[src/rtl/addr_seq_ctrl_if.sv]
// Job-request and address-beat bus for addr_seq_ctrl.
// The slave modport is the sequencer's view; the master modport is the requester/sink view.
interface addr_seq_ctrl_if #(
    parameter int ADDR_WIDTH = 4,
    parameter int NUM_REQ    = 2
);
    logic [NUM_REQ-1:0]            req_valid;
    logic [NUM_REQ-1:0]            req_ready;
    logic [NUM_REQ*ADDR_WIDTH-1:0] req_start;
    logic [NUM_REQ*ADDR_WIDTH-1:0] req_end;
    logic                          addr_valid;
    logic                          addr_ready;
    logic [ADDR_WIDTH-1:0]         addr;
    logic                          addr_last;
    logic                          addr_src;
    logic                          done;
    logic                          done_src;

    modport master (
        output req_valid, req_start, req_end, addr_ready,
        input  req_ready, addr_valid, addr, addr_last, addr_src, done, done_src
    );

    modport slave (
        input  req_valid, req_start, req_end, addr_ready,
        output req_ready, addr_valid, addr, addr_last, addr_src, done, done_src
    );
endinterface

[src/rtl/addr_seq_ctrl.sv]
// Two-requester round-robin address sequencer: grants one job at a time and
// streams start..end (wrapping modulo 2^ADDR_WIDTH) as valid/ready beats.
module addr_seq_ctrl #(
    parameter int ADDR_WIDTH = 4,
    parameter int NUM_REQ    = 2
) (
    input logic          clk,
    input logic          rst_n,
    addr_seq_ctrl_if.slave bus
);
    typedef enum logic {IDLE, RUN} state_t;

    state_t                  state, state_nx;
    logic [ADDR_WIDTH-1:0]   cnt, end_q;
    logic                    id_q, last_q, done_q, done_src_q;
    logic                    gnt_id, hs, beat, at_end;
    logic                    addr_valid_c, addr_last_c;
    logic [NUM_REQ-1:0]      req_ready_c;
    logic [ADDR_WIDTH-1:0]   start_sel, end_sel;

    always_ff @(posedge clk or posedge rst_n) begin
        if (rst_n) state <= IDLE;
        else       state <= state_nx;
    end

    always_comb begin
        state_nx     = state;
        req_ready_c  = '0;
        addr_valid_c = 1'b0;
        addr_last_c  = 1'b0;
        hs           = 1'b0;
        beat         = 1'b0;
        at_end       = (cnt == end_q);
        // Round-robin: on contention the requester not granted last time wins.
        case (bus.req_valid)
            2'b01:   gnt_id = 1'b0;
            2'b10:   gnt_id = 1'b1;
            2'b11:   gnt_id = ~last_q;
            default: gnt_id = 1'b0;
        endcase
        case (state)
            IDLE: begin
                if ((|bus.req_valid) && !rst_n) begin
                    req_ready_c[gnt_id] = 1'b1;
                    hs                  = 1'b1;
                    state_nx            = RUN;
                end
            end
            RUN: begin
                addr_valid_c = 1'b1;
                addr_last_c  = at_end;
                beat         = bus.addr_ready;
                if (beat && at_end) state_nx = IDLE;
            end
            default: state_nx = IDLE;
        endcase
    end

    assign start_sel = gnt_id ? bus.req_start[2*ADDR_WIDTH-1:ADDR_WIDTH] : bus.req_start[ADDR_WIDTH-1:0];
    assign end_sel   = gnt_id ? bus.req_end[2*ADDR_WIDTH-1:ADDR_WIDTH]   : bus.req_end[ADDR_WIDTH-1:0];

    always_ff @(posedge clk or posedge rst_n) begin
        if (rst_n) begin
            cnt        <= '0;
            end_q      <= '0;
            id_q       <= 1'b0;
            last_q     <= 1'b1;
            done_q     <= 1'b0;
            done_src_q <= 1'b0;
        end else begin
            done_q <= 1'b0;
            if (hs) begin
                cnt    <= start_sel;
                end_q  <= end_sel;
                id_q   <= gnt_id;
                last_q <= gnt_id;
            end else if (beat) begin
                if (at_end) begin
                    done_q     <= 1'b1;
                    done_src_q <= id_q;
                end else begin
                    cnt <= cnt + ADDR_WIDTH'(1);
                end
            end
        end
    end

    assign bus.req_ready  = req_ready_c;
    assign bus.addr_valid = addr_valid_c;
    assign bus.addr       = cnt;
    assign bus.addr_last  = addr_last_c;
    assign bus.addr_src   = id_q;
    assign bus.done       = done_q;
    assign bus.done_src   = done_src_q;
endmodule

[src/flat_wrapper.sv]
// flat-port wrapper written by rule: the top's interface ports become plain ports
module addr_seq_ctrl_flat 
#(
    parameter int ADDR_WIDTH = 4,
    parameter int NUM_REQ    = 2
)
  (clk, rst_n, bus_req_valid, bus_req_start, bus_req_end, bus_addr_ready, bus_req_ready, bus_addr_valid, bus_addr, bus_addr_last, bus_addr_src, bus_done, bus_done_src);
  addr_seq_ctrl_if #(.ADDR_WIDTH(ADDR_WIDTH), .NUM_REQ(NUM_REQ)) bus_i ();
  input logic clk;
  input logic rst_n;
  input wire logic [$bits(bus_i.req_valid)-1:0] bus_req_valid;
  input wire logic [$bits(bus_i.req_start)-1:0] bus_req_start;
  input wire logic [$bits(bus_i.req_end)-1:0] bus_req_end;
  input wire logic [$bits(bus_i.addr_ready)-1:0] bus_addr_ready;
  output wire logic [$bits(bus_i.req_ready)-1:0] bus_req_ready;
  output wire logic [$bits(bus_i.addr_valid)-1:0] bus_addr_valid;
  output wire logic [$bits(bus_i.addr)-1:0] bus_addr;
  output wire logic [$bits(bus_i.addr_last)-1:0] bus_addr_last;
  output wire logic [$bits(bus_i.addr_src)-1:0] bus_addr_src;
  output wire logic [$bits(bus_i.done)-1:0] bus_done;
  output wire logic [$bits(bus_i.done_src)-1:0] bus_done_src;
  assign bus_i.req_valid = bus_req_valid;
  assign bus_i.req_start = bus_req_start;
  assign bus_i.req_end = bus_req_end;
  assign bus_i.addr_ready = bus_addr_ready;
  assign bus_req_ready = bus_i.req_ready;
  assign bus_addr_valid = bus_i.addr_valid;
  assign bus_addr = bus_i.addr;
  assign bus_addr_last = bus_i.addr_last;
  assign bus_addr_src = bus_i.addr_src;
  assign bus_done = bus_i.done;
  assign bus_done_src = bus_i.done_src;
  addr_seq_ctrl #(.ADDR_WIDTH(ADDR_WIDTH), .NUM_REQ(NUM_REQ)) u_core (.clk(clk), .rst_n(rst_n), .bus(bus_i));
endmodule
[config.mk]
export PLATFORM = sky130hd
export DESIGN_NAME = addr_seq_ctrl_flat
export DESIGN_NICKNAME = d
export VERILOG_FILES = /design/src/rtl/addr_seq_ctrl_if.sv /design/src/rtl/addr_seq_ctrl.sv /design/src/flat_wrapper.sv
export SDC_FILE = /design/constraint.sdc
export NUM_CORES = 1
export LEC_CHECK = 0
export ABC_CLOCK_PERIOD_IN_PS = 2350
export BUFFER_PORTS_ARGS = -buffer_cell sky130_fd_sc_hd__buf_2
export CAP_MARGIN = 5
export CORE_MARGIN = 2
export CORE_UTILIZATION = 41
export DETAILED_ROUTE_END_ITERATION = 16
export PLACE_DENSITY = 0.71
export REMOVE_ABC_BUFFERS = 1
export SLEW_MARGIN = 20
export SYNTH_ARGS = -nofsm -noshare
export SYNTH_HDL_FRONTEND = slang
export SYNTH_SLANG_ARGS = --single-unit
[constraint.sdc]
create_clock -name clk -period 2.35 [get_ports clk]
set_clock_uncertainty 0.05 [all_clocks]
set_input_delay 0.47 -clock clk [delete_from_list [all_inputs] [get_ports clk]]
set_output_delay 0.47 -clock clk [all_outputs]
set_load 0.005 [all_outputs]
==> reports/summary.md <==
- **run status** finished clean
- **number of warnings reported in the yosys synthesis log** 0
- **fraction of final layout cells with drive strength greater than 1** 35.92%
- **sequential cell area fraction in the yosys report** 45.55%
- **worst-skew pair later-pin latency** 0.27 ns
- **via count of the first global-routing pass** 567
- **TritonCTS sink count** 13
- **DRC violation count after routing** 0
- **Worst Path Required** 1.83 ns
- **number of nets still failing antenna checks after routing** 0
- **Arr. time, crit path** 1.54 ns
- **clock-pin slew of the registers on the worst-case setup and hold paths** 0.08 ns
- **count of flip-flops with a built-in enable after synthesis** 0
- **P per Cell Area** 1109 nW/um^2
- **FF+latch area** 326.6 um^2
- **core area** 1689 um^2
- **pin count of the biggest net entering global routing** 19
- **FP Rows** 15
- **fin. max-slew vios** 0
- **Worst-Margin Slew** 0.5010 ns
- **area enclosed by the die boundary** 2099 um^2
- **switching portion of total power** 36.85%
- **number of antenna cells inserted** 0
- **# hold bufs at CTS** 0
- **final period demand of the worst path** 2.062 ns
- **top area cells in the synthesized netlist** sky130_fd_sc_hd__dfrtp_1 (42%), sky130_fd_sc_hd__mux2i_1 (9.8%), sky130_fd_sc_hd__xnor2_1 (6.1%), sky130_fd_sc_hd__o211ai_1 (4.2%), sky130_fd_sc_hd__dfstp_2 (3.7%)
- **relative contribution of sequential cells to total power** 42.8%
- **horizontal extent of the die** 45.82 um
- **Post-Route Setup TNS** 0 ns
- **area of the multi-input gates** 362.8 um^2
- **part of the cycle the worst path needs** 87.75%
- **number of placed cells counting well taps** 116
- **CTS tree** yes
- **final-stage net count** 126
- **Detail Placement HPWL** 1.163 mm
- **launch point of the worst path** u_core.bus.addr[0]
- **# H-tree levels** 1
- **post-synthesis sequential element count** 13
- **Avg Synthesized Cell Area** 10.24 um^2
- **post-layout power** 1.010 mW
- **critical path class** flip-flop to output pin
- **routed len/inst** 12.15 um
- **Worst Path Max Fanout** 8
- **clock tree root buffer cell** sky130_fd_sc_hd__clkbuf_4
- **final setup violating endpoints** 0
- **nature of the critical path endpoint** output pin
- **die span in y** 45.82 um
- **wire length of the first global-routing pass** 2.325 mm
- **reg2reg start** u_core.bus.addr[0]
- **Port Buffers** 31
- **All-Layer GR Usage** 15.36%
- **nature of the critical path startpoint** flip-flop
- **Post-synth top flop** sky130_fd_sc_hd__dfrtp_1
- **post-synth top area share** 41.88%
- **portion of total power attributed to combinational logic** 43.8%
- **Highest Clock Rate** 484.9 MHz
- **number of violations of the max-capacitance limit** 0
- **cell taking the most area after synthesis** sky130_fd_sc_hd__dfrtp_1
- **cts repair resizes** 0
- **number of search-and-repair iterations in the first detailed-routing pass** 4
- **worst rel slew slack** 66.57%
- **worst vdd ir** 0.4358 mV
- **Detailed Route WL** 1.458 mm
- **antenna violations before repair** 0
- **leakage power total** 0.4663 nW
- **Netlist Area Pre-Place** 716.9 um^2
- **filler cell count in the final layout** 148
- **vias post-DR** 645
- **count of endpoints failing hold in the final timing report** 0
- **buffers from clock root to sink, at most** 2
- **Final Core Density** 53.93%
- **P_sw** 372.4 uW
- **starting density of the core** 42.44%
- **most frequent cells after synthesis** sky130_fd_sc_hd__dfrtp_1 (12), sky130_fd_sc_hd__mux2i_1 (7), sky130_fd_sc_hd__nand2_1 (6)
- **non-filler cells, final** 120
- **worst min-delay path category** primary input to asynchronous set/reset pin
- **most frequent cell after synthesis** sky130_fd_sc_hd__dfrtp_1
- **count of cell types in the netlist** 31
- **clock group share of total power** 13.4%
- **number of buffers created by CTS** 3
- **average vias per placed instance** 5.375
- **growth of design area from synthesis to finish** 27.05%
- **number of DRC violations after detailed-routing iteration 0** 3
- **design internal power** 638.1 uW
- **Overflow after GRT** 0
- **unrepaired setup endpoints after global routing** false
- **fraction of registers with async set or reset after synthesis** 100.0%
- **I/O pin total** 32
- **placer's final routability congestion estimate** 0.7886
- **cell count after synthesis** 70
- **number of setup buffers added after CTS** 0
## per-stage QoR
stage                     hold slack, ns  setup slack [ns]  cell area [um^2]
final                             0.1871            0.2879             910.9
after floorplan                   0.2962           0.07167             693.2
after CTS                         0.2105            0.2715             910.9
after detailed placement          0.4273            0.5659             884.6
after global routing              0.2315            0.1749             910.9
after global placement            0.4131            0.6371             884.6
## state kept, by name (all words and copies together), names as in the netlist
name                 flops
u_core.end_q             4
u_core.bus.addr_src      1
u_core.state             1
u_core.bus.done          1
u_core.bus.done_src      1
u_core.bus.addr          4
u_core.last_q            1
## worst paths after layout
check / endpoint / slack [ns] / depth (start not counted)
worst max-delay path: bus_addr_last / 0.29 / 4
worst min-delay path: u_core.bus.addr_src / 0.19 / 2
worst max register to register: u_core.bus.done_src / 0.61 / 4
worst min register to register: u_core.bus.done_src / 0.44 / 1
max in group asynchronous: u_core.last_q / 1.71 / 2
min in group clk: u_core.end_q[3] / 0.43 / 3
## layer usage
| layer | global-route usage (%) | vias up | routed length [um] |
|---|---|---|---|
| met5 | 0 | - | 0 |
| met4 | 7.429 | 0 | 19 |
| met3 | 1.190 | 2 | 71 |
| met2 | 25.92 | 20 | 789 |
| met1 | 19.66 | 298 | 577 |
| li1 | - | 325 | - |
## placed cells by master (no fill, tap or decap), drive strengths merged, types with 2 or more instances in the layout
| cell | n |
|---|---|
| buf | 33 |
| xnor2 | 5 |
| clkbuf | 4 |
| nand3 | 2 |
| nand2 | 6 |
| and2 | 2 |
| mux2i | 7 |
| o211ai | 4 |
| a21o | 2 |
| o21ai | 4 |
| dfrtp | 12 |
| nor2 | 5 |
## layout make-up
cell class,count,share of cell area [%]
multi-input cells,52,39.84
flip-flops and latches,13,35.85
well taps,17,2.335
clock buffers,4,2.885
repair buffers,33,18.68
inverters,1,0.4121
## logic make-up (layout without fill, tap and decap cells)
kind of cell / after synthesis / count (layout) / synth area share [%]
compound gates: 16 / 16 / 15.71
xor+xnor: 5 / 5 / 6.108
fa+ha+maj: 1 / 1 / 1.745
buf+inv: 5 / 38 / 3.839
flops: 13 / 13 / 45.55
mux: 8 / 8 / 11.34
simple gates: 22 / 22 / 15.71
## worst max-delay path, stage by stage (launching register included)
cell and delay, ns:
sky130_fd_sc_hd__dfrtp_1 0.45, sky130_fd_sc_hd__xnor2_1 0.22, sky130_fd_sc_hd__and4_1 0.35, sky130_fd_sc_hd__and2_1 0.15, sky130_fd_sc_hd__buf_2 0.10
## power groups by stage
stage | Sequential, mW | Combinational (mW) | Clock, mW
final | 0.432 | 0.443 | 0.135
after global routing | 0.451 | 0.504 | 0.155
after CTS | 0.435 | 0.451 | 0.141
after detailed placement | 0.439 | 0.447 | 0
after global placement | 0.432 | 0.435 | 0
after floorplan | 0.427 | 0.290 | 0
Power figures use the tool's default switching activity.
